<file path="src/rtl/alu_share_arbiter.sv">
// Round-robin front end that shares one multicycle ALU between two requesters.
// One operation in flight: accept, drive ALU for ALU_LATENCY cycles, hold result until consumed.
module alu_share_arbiter #(
    parameter int DATA_WIDTH  = 32,
    parameter int ALU_LATENCY = 1
) (
    input  logic                  clock,
    input  logic                  reset_n,
    input  logic                  req0_valid,
    output logic                  req0_ready,
    input  logic [2:0]            req0_funct3,
    input  logic [DATA_WIDTH-1:0] req0_rs1,
    input  logic [DATA_WIDTH-1:0] req0_rs2,
    input  logic                  req1_valid,
    output logic                  req1_ready,
    input  logic [2:0]            req1_funct3,
    input  logic [DATA_WIDTH-1:0] req1_rs1,
    input  logic [DATA_WIDTH-1:0] req1_rs2,
    output logic                  rsp_valid,
    input  logic                  rsp_ready,
    output logic                  rsp_id,
    output logic [DATA_WIDTH-1:0] rsp_data,
    output logic                  alu_enable,
    output logic [2:0]            alu_funct3,
    output logic [DATA_WIDTH-1:0] alu_register_data_1,
    output logic [DATA_WIDTH-1:0] alu_register_data_2,
    input  logic [DATA_WIDTH-1:0] alu_register_data_out
);

    typedef enum logic [1:0] {
        IDLE = 2'd0,
        BUSY = 2'd1,
        RESP = 2'd2
    } state_t;

    localparam logic [2:0] LAT = 3'(ALU_LATENCY);

    state_t     state_q, state_d;
    logic       prio_q;
    logic [2:0] cnt_q;
    logic       grant0, grant1;
    logic       accept, capture, rsp_done;

    // prio_q names the requester that wins when both are valid
    always_comb begin
        grant0 = req0_valid && (!req1_valid || !prio_q);
        grant1 = req1_valid && (!req0_valid ||  prio_q);
    end

    always_comb begin
        state_d    = state_q;
        req0_ready = 1'b0;
        req1_ready = 1'b0;
        accept     = 1'b0;
        capture    = 1'b0;
        rsp_done   = 1'b0;
        case (state_q)
            IDLE: begin
                req0_ready = grant0;
                req1_ready = grant1;
                if (grant0 || grant1) begin
                    accept  = 1'b1;
                    state_d = BUSY;
                end
            end
            BUSY: begin
                if (cnt_q == 3'd1) begin
                    capture = 1'b1;
                    state_d = RESP;
                end
            end
            RESP: begin
                if (rsp_ready) begin
                    rsp_done = 1'b1;
                    state_d  = IDLE;
                end
            end
            default: state_d = IDLE;
        endcase
    end

    always_ff @(posedge clock or negedge reset_n) begin
        if (!reset_n) state_q <= IDLE;
        else          state_q <= state_d;
    end

    // Control: priority pointer, latency counter, enable and response valid
    always_ff @(posedge clock or negedge reset_n) begin
        if (!reset_n) begin
            prio_q     <= 1'b0;
            cnt_q      <= 3'd0;
            alu_enable <= 1'b0;
            rsp_valid  <= 1'b0;
        end else begin
            if (accept) begin
                prio_q     <= ~grant1;
                cnt_q      <= LAT;
                alu_enable <= 1'b1;
            end else if (state_q == BUSY) begin
                cnt_q <= cnt_q - 3'd1;
            end
            if (capture) begin
                alu_enable <= 1'b0;
                rsp_valid  <= 1'b1;
            end else if (rsp_done) begin
                rsp_valid  <= 1'b0;
            end
        end
    end

    // Operand and result registers; outputs must read zero after reset
    always_ff @(posedge clock or negedge reset_n) begin
        if (!reset_n) begin
            rsp_id              <= 1'b0;
            rsp_data            <= '0;
            alu_funct3          <= 3'd0;
            alu_register_data_1 <= '0;
            alu_register_data_2 <= '0;
        end else begin
            if (accept) begin
                rsp_id              <= grant1;
                alu_funct3          <= grant1 ? req1_funct3 : req0_funct3;
                alu_register_data_1 <= grant1 ? req1_rs1    : req0_rs1;
                alu_register_data_2 <= grant1 ? req1_rs2    : req0_rs2;
            end
            if (capture) rsp_data <= alu_register_data_out;
        end
    end

endmodule

</file>
<file path="config.mk">
export PLATFORM = sky130hd
export DESIGN_NAME = alu_share_arbiter
export DESIGN_NICKNAME = d
export VERILOG_FILES = /design/src/rtl/alu_share_arbiter.sv
export SDC_FILE = /design/constraint.sdc
export NUM_CORES = 1
export LEC_CHECK = 0
export CAP_MARGIN = 20
export CELL_PAD_IN_SITES_DETAIL_PLACEMENT = 1
export CELL_PAD_IN_SITES_GLOBAL_PLACEMENT = 1
export CORE_MARGIN = 2
export CORE_UTILIZATION = 25
export DETAILED_ROUTE_END_ITERATION = 12
export PLACE_DENSITY_LB_ADDON = 0.15
export SYNTH_ARGS = -nofsm -noshare
export SYNTH_HDL_FRONTEND = slang
export SYNTH_SLANG_ARGS = --single-unit
</file>
<file path="constraint.sdc">
create_clock -name clock -period 3 [get_ports clock]
set_input_delay 0.3 -clock clock [delete_from_list [all_inputs] [get_ports clock]]
set_output_delay 0.3 -clock clock [all_outputs]
set_load 0.01 [all_outputs]
</file>
======== Word level (Yosys, flattened, before mapping) ========
Cells that the tools add are included.
operators by class
  $mul .................................... 0
  reduce and logical (&&, ||, !) cells .... 13
  equal/unequal tests ..................... 6
  shifts and indexed selects .............. 0
  mux-type cells .......................... 21
  divide/modulo/power cells ............... 0
  magnitude comparators ................... 0
  bitwise logic cells ..................... 1
  add/sub/neg operators ................... 1
operators with widths
  operator             number
  $mux 32              2
  $mux 1               12
  $mux 3               3
  $mux 2               3
  $ne 2x2->1 const B   3
  $pmux 2 s3           1
  $reduce_bool 2->1    3
  $eq 3x1->1 const B   1
  $logic_not 1->1      3
  $logic_or 1x1->1     3
  $reduce_and 3->1     1
  $sub 3x1->3 const B  1
  $eq 2x1->1 const B   1
  $eq 2x2->1 const B   1
  $logic_and 1x1->1    2
  $logic_not 2->1      1
  $not 1->1            1
word-level totals
  word-level logic and storage cells ...... 52
  register bits ........................... 108
  memory bits (read-only) ................. 0
  memory bits (writable) .................. 0
  memories kept ........................... 0
  bits in latches ......................... 0
  output and inout port bits .............. 104

======== Longest topological paths before layout ========
Gate-level depths: netlist (run 1).
  depth in word-level cells ............... 8
  gate-level depth with buffers ........... 6
  depth with buffers taken out ............ 5

======== Worst setup path before layout (run 1) ========
Ideal clock, no wire load.
  kind .................................... register to register
  start ................................... register state_q[1]
  end ..................................... register rsp_data[10]
  stages on the path, launching flop included .. 5
  setup time .............................. 125 ps
  data arrival time ....................... 1505 ps
  path slack .............................. 1370 ps
  path buffers ............................ 1
  path through ............................ dfrtp_1 nand2b_2 nor3b_4 buf_6 mux2_2
on the way
  word-level cells in the longest chain between the ends .. 2
RTL lines
  what                    line  text
  start, declared         38    state_t state_q, state_d;
  start signal, assigned  84    else state_q <= state_d;
  $eq 2x1->1              57    case (state_q)
  $mux 1                  57
  end signal, assigned    126   if (capture) rsp_data <= alu_register_data_out;
  end, declared           22    output logic [DATA_WIDTH-1:0] rsp_data,
No other way between the ends.
A chain may end at the register's enable or synchronous reset.

======== Worst setup path in the final report (run 1) ========
  start ................................... register state_q[0]
  end ..................................... output port req1_ready
on the way
  word-level cells in the longest chain between the ends .. 2
RTL lines
  what             line  text
  $logic_not 2->1  57
  $mux 1           57
  end, declared    15    output logic req1_ready,
No other way between the ends.

==> results of run 1 <==
==> power by group through the flow <==
stage,combinational (uW),sequential (uW),clock (uW)
after floorplan,1560,2890,0
after global placement,3820,2620,0
after detailed placement,3920,2630,0
after CTS,3920,2630,1290
after global routing,4150,2710,1350
final,3840,2620,1240
==> flip-flops by register name (all words and copies together), names as in the netlist <==
signal               count
rsp_id                   1
alu_enable               1
alu_register_data_2     32
alu_funct3               3
rsp_valid                1
prio_q                   1
cnt_q                    3
state_q                  2
rsp_data                32
alu_register_data_1     32
==> cell usage in the layout (no fill, tap or decap) <==
| master | netlist | routed |
|---|---|---|
| clkdlybuf4s50_1 | 0 | 273 |
| dfrtp_1 | 108 | 108 |
| and3_1 | 60 | 59 |
| a221o_1 | 59 | 59 |
| mux2_2 | 25 | 25 |
| o21ai_0 | 10 | 10 |
| a21oi_1 | 9 | 9 |
| clkbuf_16 | 0 | 9 |
| buf_4 | 0 | 9 |
| nand3_1 | 8 | 8 |
| a31oi_1 | 8 | 8 |
| mux2_1 | 7 | 7 |
| inv_1 | 5 | 5 |
| nand2_1 | 4 | 3 |
| or2_2 | 2 | 2 |
| nor2b_1 | 2 | 2 |
| nand3b_1 | 2 | 2 |
| a21o_1 | 2 | 2 |
| nor2_1 | 2 | 2 |
| ha_1 | 2 | 2 |
| clkbuf_8 | 0 | 2 |
| inv_6 | 0 | 2 |
| clkinv_2 | 0 | 2 |
| nor2_4 | 0 | 1 |
| nand2b_1 | 1 | 1 |
| and3_2 | 0 | 1 |
| a21boi_4 | 0 | 1 |
| nand2_2 | 0 | 1 |
| nand2b_2 | 1 | 1 |
| and2_1 | 1 | 1 |
| o22ai_1 | 1 | 1 |
| xnor2_1 | 1 | 1 |
| nor3b_4 | 1 | 1 |
| nor3b_1 | 1 | 1 |
| xor2_1 | 1 | 1 |
| bufinv_16 | 0 | 1 |
| dlygate4sd3_1 | 0 | 1 |
| buf_12 | 0 | 1 |
==> Yosys cell counts <==
cell / n / area share [%]
dfrtp_1: 108 / 58
and3_1: 60 / 8.1
a221o_1: 59 / 13
mux2_2: 25 / 6.1
clkbuf_1: 21 / 1.7
buf_6: 10 / 2.4
o21ai_0: 10 / 1.1
a21oi_1: 9 / 0.97
a31oi_1: 8 / 1.1
nand3_1: 8 / 0.87
mux2_1: 7 / 1.7
inv_1: 5 / 0.41
nand2_1: 4 / 0.32
a21o_1: 2 / 0.32
buf_2: 2 / 0.22
ha_1: 2 / 0.54
nand3b_1: 2 / 0.32
nor2_1: 2 / 0.16
nor2b_1: 2 / 0.27
or2_2: 2 / 0.27
a21boi_1: 1 / 0.16
and2_1: 1 / 0.14
nand2b_1: 1 / 0.14
nand2b_2: 1 / 0.19
nor2_2: 1 / 0.14
nor3b_1: 1 / 0.16
nor3b_4: 1 / 0.41
o22ai_1: 1 / 0.14
xnor2_1: 1 / 0.19
xor2_1: 1 / 0.19
==> final timing paths <==
| check | from | endpoint | slack, ps | cells past startpoint |
|---|---|---|---|---|
| max | state_q[0] | req1_ready | 740 | 3 |
| min | reset_n | rsp_data[12] | 420 | 2 |
| max reg2reg | prio_q | alu_register_data_1[8] | 1160 | 4 |
| min reg2reg | rsp_data[25] | rsp_data[25] | 490 | 1 |
| max in group asynchronous | reset_n | alu_register_data_2[23] | 1800 | 3 |
| min in group clock | rsp_data[25] | rsp_data[25] | 490 | 1 |
==> cell families after synthesis <==
kind of cell | after synthesis | share of synthesized area (%)
flip-flops | 108 | 58.5
AO/OA/AOI/OAI | 90 | 16.5
AND/OR/NAND/NOR | 86 | 11.5
buffers and inverters | 38 | 4.76
multiplexers | 32 | 7.80
XOR/XNOR | 2 | 0.379
adder cells (fa/ha/maj) | 2 | 0.541
==> worst register-to-register path, delay by kind of cell, from the launching register on <==
family                 cells  cell delay, ps
buffers and inverters      1             260
flip-flops                 1             440
AO/OA/AOI/OAI              1             410
AND/OR/NAND/NOR            2             630
==> final cells by class <==
class                      count  area [um2]
clock inverter                 5        57.6
timing repair buffer         284        2830
clock buffer                  11         253
sequential                   108        2700
fill                        1929       10200
inverter                       5        18.8
multi-input combinational    212        1720
tap                          229         287
==> layer usage <==
layer / global-route usage (%) / vias to the layer above
li1: - / 1900
met1: 21.3 / 2000
met2: 26.9 / 196
met3: 4.55 / 18
met4: 6.00 / 0
met5: 0 / -
==> stage by stage <==
stage / hold slack [ps] / worst slack [ps] / cells
after floorplan: 4.41 / 1370 / 358
after global placement: 255 / 801 / 837
after detailed placement: 256 / 711 / 837
after CTS: 414 / 720 / 854
after global routing: 445 / 639 / 854
final: 417 / 741 / 854
==> impl_metrics.env, run 1 <==
export IMPL_grt_overflow_total=0
export IMPL_start_util_pct=25.6
export IMPL_seqPwrFrac_pct=34.0
export IMPL_die_w_um=140
export IMPL_drv_cap=0
export IMPL_dpl_cell_area_um2=7550
export IMPL_worstPathArrival_ps=1960
export IMPL_track_usage_pct=16.6
export IMPL_rsz0062_at_grt="no"
export IMPL_cp_required_ps=2700
export IMPL_worstSetupStartpointType="register"
export IMPL_synth_nets=531
export IMPL_wl_per_cell_um=19.2
export IMPL_numClockSinks=108
export IMPL_p_comb_share_pct=49.9
export IMPL_cts_repair_resized=0
export IMPL_io_pins=275
export IMPL_drive_gt1_share_pct=9.44
export IMPL_tightest_slew_ps=542
export IMPL_vias=4114
export IMPL_post_cts_buffers=0
export IMPL_irDropWorstVdd_mv=0.449
export IMPL_ys_ff_latch=108
export IMPL_htree_num_levels=3
export IMPL_hp_class="primary input to asynchronous set/reset pin"
export IMPL_routed_wl_met2_um=7580
export IMPL_clk_path_buf_depth=2
export IMPL_power_share_clock_pct=16.1
export IMPL_area_growth_pct=70.2
export IMPL_cts_buffers=9
export IMPL_crit_family="simple AND/OR/NAND/NOR gates"
export IMPL_remaining_drc_errors=0
export IMPL_clock_latency_ps=350
export IMPL_fp_row_count=49
export IMPL_yosys_warnings=0
export IMPL_portBuffers=274
export IMPL_finalHoldViolCount=0
export IMPL_wl_met1_um=7240
export IMPL_dieArea_um2=19600
export IMPL_synth_cells=358
export IMPL_syn_area_per_cell_um2=12.9
export IMPL_cts_tree="yes"
export IMPL_worstPathCellList="nor2_4 -> and3_2 -> clkdlybuf4s50_1"
export IMPL_timing_final_crit_share_pct=75.3
export IMPL_maxSlewViolCount=0
export IMPL_tns_ps=0
export IMPL_antenna_found_initial=0
export IMPL_slew_headroom_pct=63.8
export IMPL_drt_iter0_drc=163
export IMPL_power_leakage_uw=0.00340
export IMPL_route_met3_wl_um=1220
export IMPL_ant_nets=0
export IMPL_intPower_uw=5100
export IMPL_final_area_um2=7870
export IMPL_fin_util_pct=43.6
export IMPL_diodes=0
export IMPL_cts_root_buf="clkbuf_16"
export IMPL_endpoint_kind="output pin"
export IMPL_first_global_vias=4544
export IMPL_top_layer="met4"
export IMPL_fin_nets=793
export IMPL_switchingPower_uw=2600
export IMPL_worstPathMaxFanout=15
export IMPL_hpwl_um=12200
export IMPL_finalSetupViolCount=0
export IMPL_switching_share_pct=33.8
export IMPL_cts_clk_slew_worst_paths_ps=70
export IMPL_firstDrtPassIters=4
export IMPL_worst_path_buf_inv=1
export IMPL_vias_per_cell=4.82
export IMPL_grt_max_degree=79
export IMPL_fmax_ghz=0.443
export IMPL_finClkSkew_ps=5.21
export IMPL_yosysSeqAreaShare_pct=58.5
export IMPL_cts_hold_buf=1
export IMPL_power_uw=7700
export IMPL_period_minus_slack_ps=2260
export IMPL_power_density_nw_per_um2=979
export IMPL_ys_types=30
export IMPL_status="finished, final reports clean"
export IMPL_core_area_um2=18000
export IMPL_grt_pass1_wl_um=25700
export IMPL_crit_path_max_incr_delay_ps=550
export IMPL_drt_wl_total_um=16400
export IMPL_die_h_um=140
export IMPL_gp_congestion=0.804
export IMPL_cp_slowest_cell="clkdlybuf4s50_1"
export IMPL_syn_area_um2=4620
export IMPL_crit_type="register to output pin"
(Power assumes the default switching activity.)
==> run 2: changes to the inputs <==
==> constraint.sdc (replaced) <==
create_clock -name clock -period 2.35 [get_ports clock]
set_input_delay 0.235 -clock clock [delete_from_list [all_inputs] [get_ports clock]]
set_output_delay 0.235 -clock clock [all_outputs]
set_load 0.01 [all_outputs]
==> run 2 against run 1 <==
  * Critical path depth unchanged
  * Largest cell class unchanged
  * Sequential share of layout area down 0.15 points
  * Combinational power up 30%
  * Highest routed layer unchanged
==> impl_metrics.env, run 2 (synthesis gave the netlist of run 1 again) <==
export IMPL_track_usage_pct=16.8
export IMPL_hp_class="primary input to asynchronous set/reset pin"
export IMPL_die_h_um=140
export IMPL_timing_final_crit_share_pct=85.1
export IMPL_worstSetupStartpointType="register"
export IMPL_worstPathCellList="nor2_4 -> and3_2 -> clkdlybuf4s50_1"
export IMPL_vias_per_cell=4.87
export IMPL_cts_root_buf="clkbuf_16"
export IMPL_maxSlewViolCount=0
export IMPL_cts_tree="yes"
export IMPL_drt_iter0_drc=133
export IMPL_rsz0062_at_grt="no"
export IMPL_portBuffers=274
export IMPL_clk_path_buf_depth=2
export IMPL_post_cts_buffers=0
export IMPL_cp_required_ps=2120
export IMPL_first_global_vias=4480
export IMPL_cts_buffers=9
export IMPL_dpl_cell_area_um2=7600
export IMPL_worst_path_buf_inv=1
export IMPL_fin_nets=795
export IMPL_grt_pass1_wl_um=26000
export IMPL_htree_num_levels=3
export IMPL_layout_setup_ws_ps=350
export IMPL_remaining_drc_errors=0
export IMPL_vias=4167
export IMPL_antenna_found_initial=0
export IMPL_tightest_slew_ps=544
export IMPL_final_area_um2=7900
export IMPL_fmax_ghz=0.500
export IMPL_cts_repair_resized=0
export IMPL_area_growth_pct=71.0
export IMPL_numClockSinks=108
export IMPL_grt_max_degree=62
export IMPL_post_place_ws_ps=408
export IMPL_drt_wl_total_um=16800
export IMPL_start_util_pct=25.6
export IMPL_drv_cap=0
export IMPL_tns_ps=0
export IMPL_ant_nets=0
export IMPL_io_pins=275
export IMPL_drive_gt1_share_pct=9.57
export IMPL_worst_hold_slack_ps=362
export IMPL_grt_overflow_total=0
export IMPL_cp_slowest_cell="clkdlybuf4s50_1"
export IMPL_largest_registers="alu_register_data_1 x32, alu_register_data_2 x32, rsp_data x32"
export IMPL_hpwl_um=12200
export IMPL_finClkSkew_ps=7.46
export IMPL_worstPathMaxFanout=5
export IMPL_core_area_um2=18000
export IMPL_slew_headroom_pct=63.7
export IMPL_endpoint_kind="output pin"
export IMPL_status="finished, final reports clean"
export IMPL_crit_family="buffers and inverters"
export IMPL_finalSetupViolCount=0
export IMPL_worstPathArrival_ps=1770
export IMPL_firstDrtPassIters=4
export IMPL_cts_clk_slew_worst_paths_ps=70
export IMPL_finalHoldViolCount=0
export IMPL_clock_latency_ps=350
export IMPL_crit_type="register to output pin"
export IMPL_mostFrequentLayoutCells="clkdlybuf4s50_1, dfrtp_1, and3_1, a221o_1, mux2_2"
export IMPL_power_leakage_uw=0.00341
export IMPL_gp_congestion=0.766
export IMPL_final_common_cell="clkdlybuf4s50_1"
export IMPL_fillers=1891
export IMPL_power_density_nw_per_um2=1250
export IMPL_diodes=0
export IMPL_irDropWorstVdd_mv=0.552
export IMPL_wl_per_cell_um=19.6
export IMPL_die_w_um=140
export IMPL_period_minus_slack_ps=2000
export IMPL_crit_path_max_incr_delay_ps=550
export IMPL_fp_row_count=49
export IMPL_dieArea_um2=19600
run 2: changes by cell type in the layout (fill, tap and decap cells not counted):
cell,delta
buf_4,-1
buf_12,+3
clkbuf_1,+1
clkbuf_8,-2
clkinv_2,+1
run 2: layer usage:
layer | vias to the layer above | routed length, um | GRT usage (%)
met5 | - | 0 | 0
met1 | 2063 | 7650 | 22.6
met3 | 11 | 1130 | 3.90
met4 | 0 | 227 | 5.16
met2 | 188 | 7750 | 27.2
li1 | 1905 | - | -
run 2: stage by stage:
step                      util (%)  power, uW  cells
final                         43.8       9880    856
after global routing          43.8      10500    856
after CTS                     43.8      10000    856
after detailed placement      42.2       8450    839
after global placement        42.2       8280    839
after floorplan                  -       5680    358
run 2: worst paths after layout:
kind	startpoint	end	slack, ps	cells after the start
max reg2reg	state_q[1]	alu_register_data_1[20]	480	5
max in group asynchronous	reset_n	alu_register_data_1[26]	1180	3
min reg2reg	rsp_valid	rsp_valid	480	1
min	reset_n	rsp_data[7]	360	2
min in group clock	req1_rs1[29]	alu_register_data_1[29]	470	3
max	state_q[1]	req1_ready	350	3
run 2: what timing repair did:
action                     in CTS  in global routing
hold endpoints to repair       29                  0
setup endpoints to repair       0                  0
hold buffers                    1                  0
run 2: layout make-up:
| type | count | area [um2] | share of cell area (%) |
|---|---|---|---|
| clock buffer | 10 | 229 | 2.90 |
| inverter | 5 | 18.8 | 0.238 |
| clock inverter | 6 | 62.6 | 0.792 |
| sequential | 108 | 2700 | 34.2 |
| timing repair buffer | 286 | 2880 | 36.5 |
| tap | 229 | 287 | 3.63 |
| multi-input combinational | 212 | 1720 | 21.8 |
run 2: where the power goes:
part	internal, uW	total [uW]	leakage, uW	switching [uW]
logic	2890	4990	0.00196	2110
clock network	830	1530	0.000147	699
registers	2790	3350	0.00130	564
total	6510	9880	0.00341	3370
==> run 3: changes to the inputs <==
--- a/config.mk
+++ b/config.mk
@@ -11,6 +11,7 @@
 export CORE_MARGIN = 2
 export CORE_UTILIZATION = 25
 export DETAILED_ROUTE_END_ITERATION = 12
+export HOLD_SLACK_MARGIN = 0.1
 export PLACE_DENSITY_LB_ADDON = 0.15
 export SYNTH_ARGS = -nofsm -noshare
 export SYNTH_HDL_FRONTEND = slang
==> results of run 3 <==
No change in the layout: final DEF, timing and power equal those of run 2.
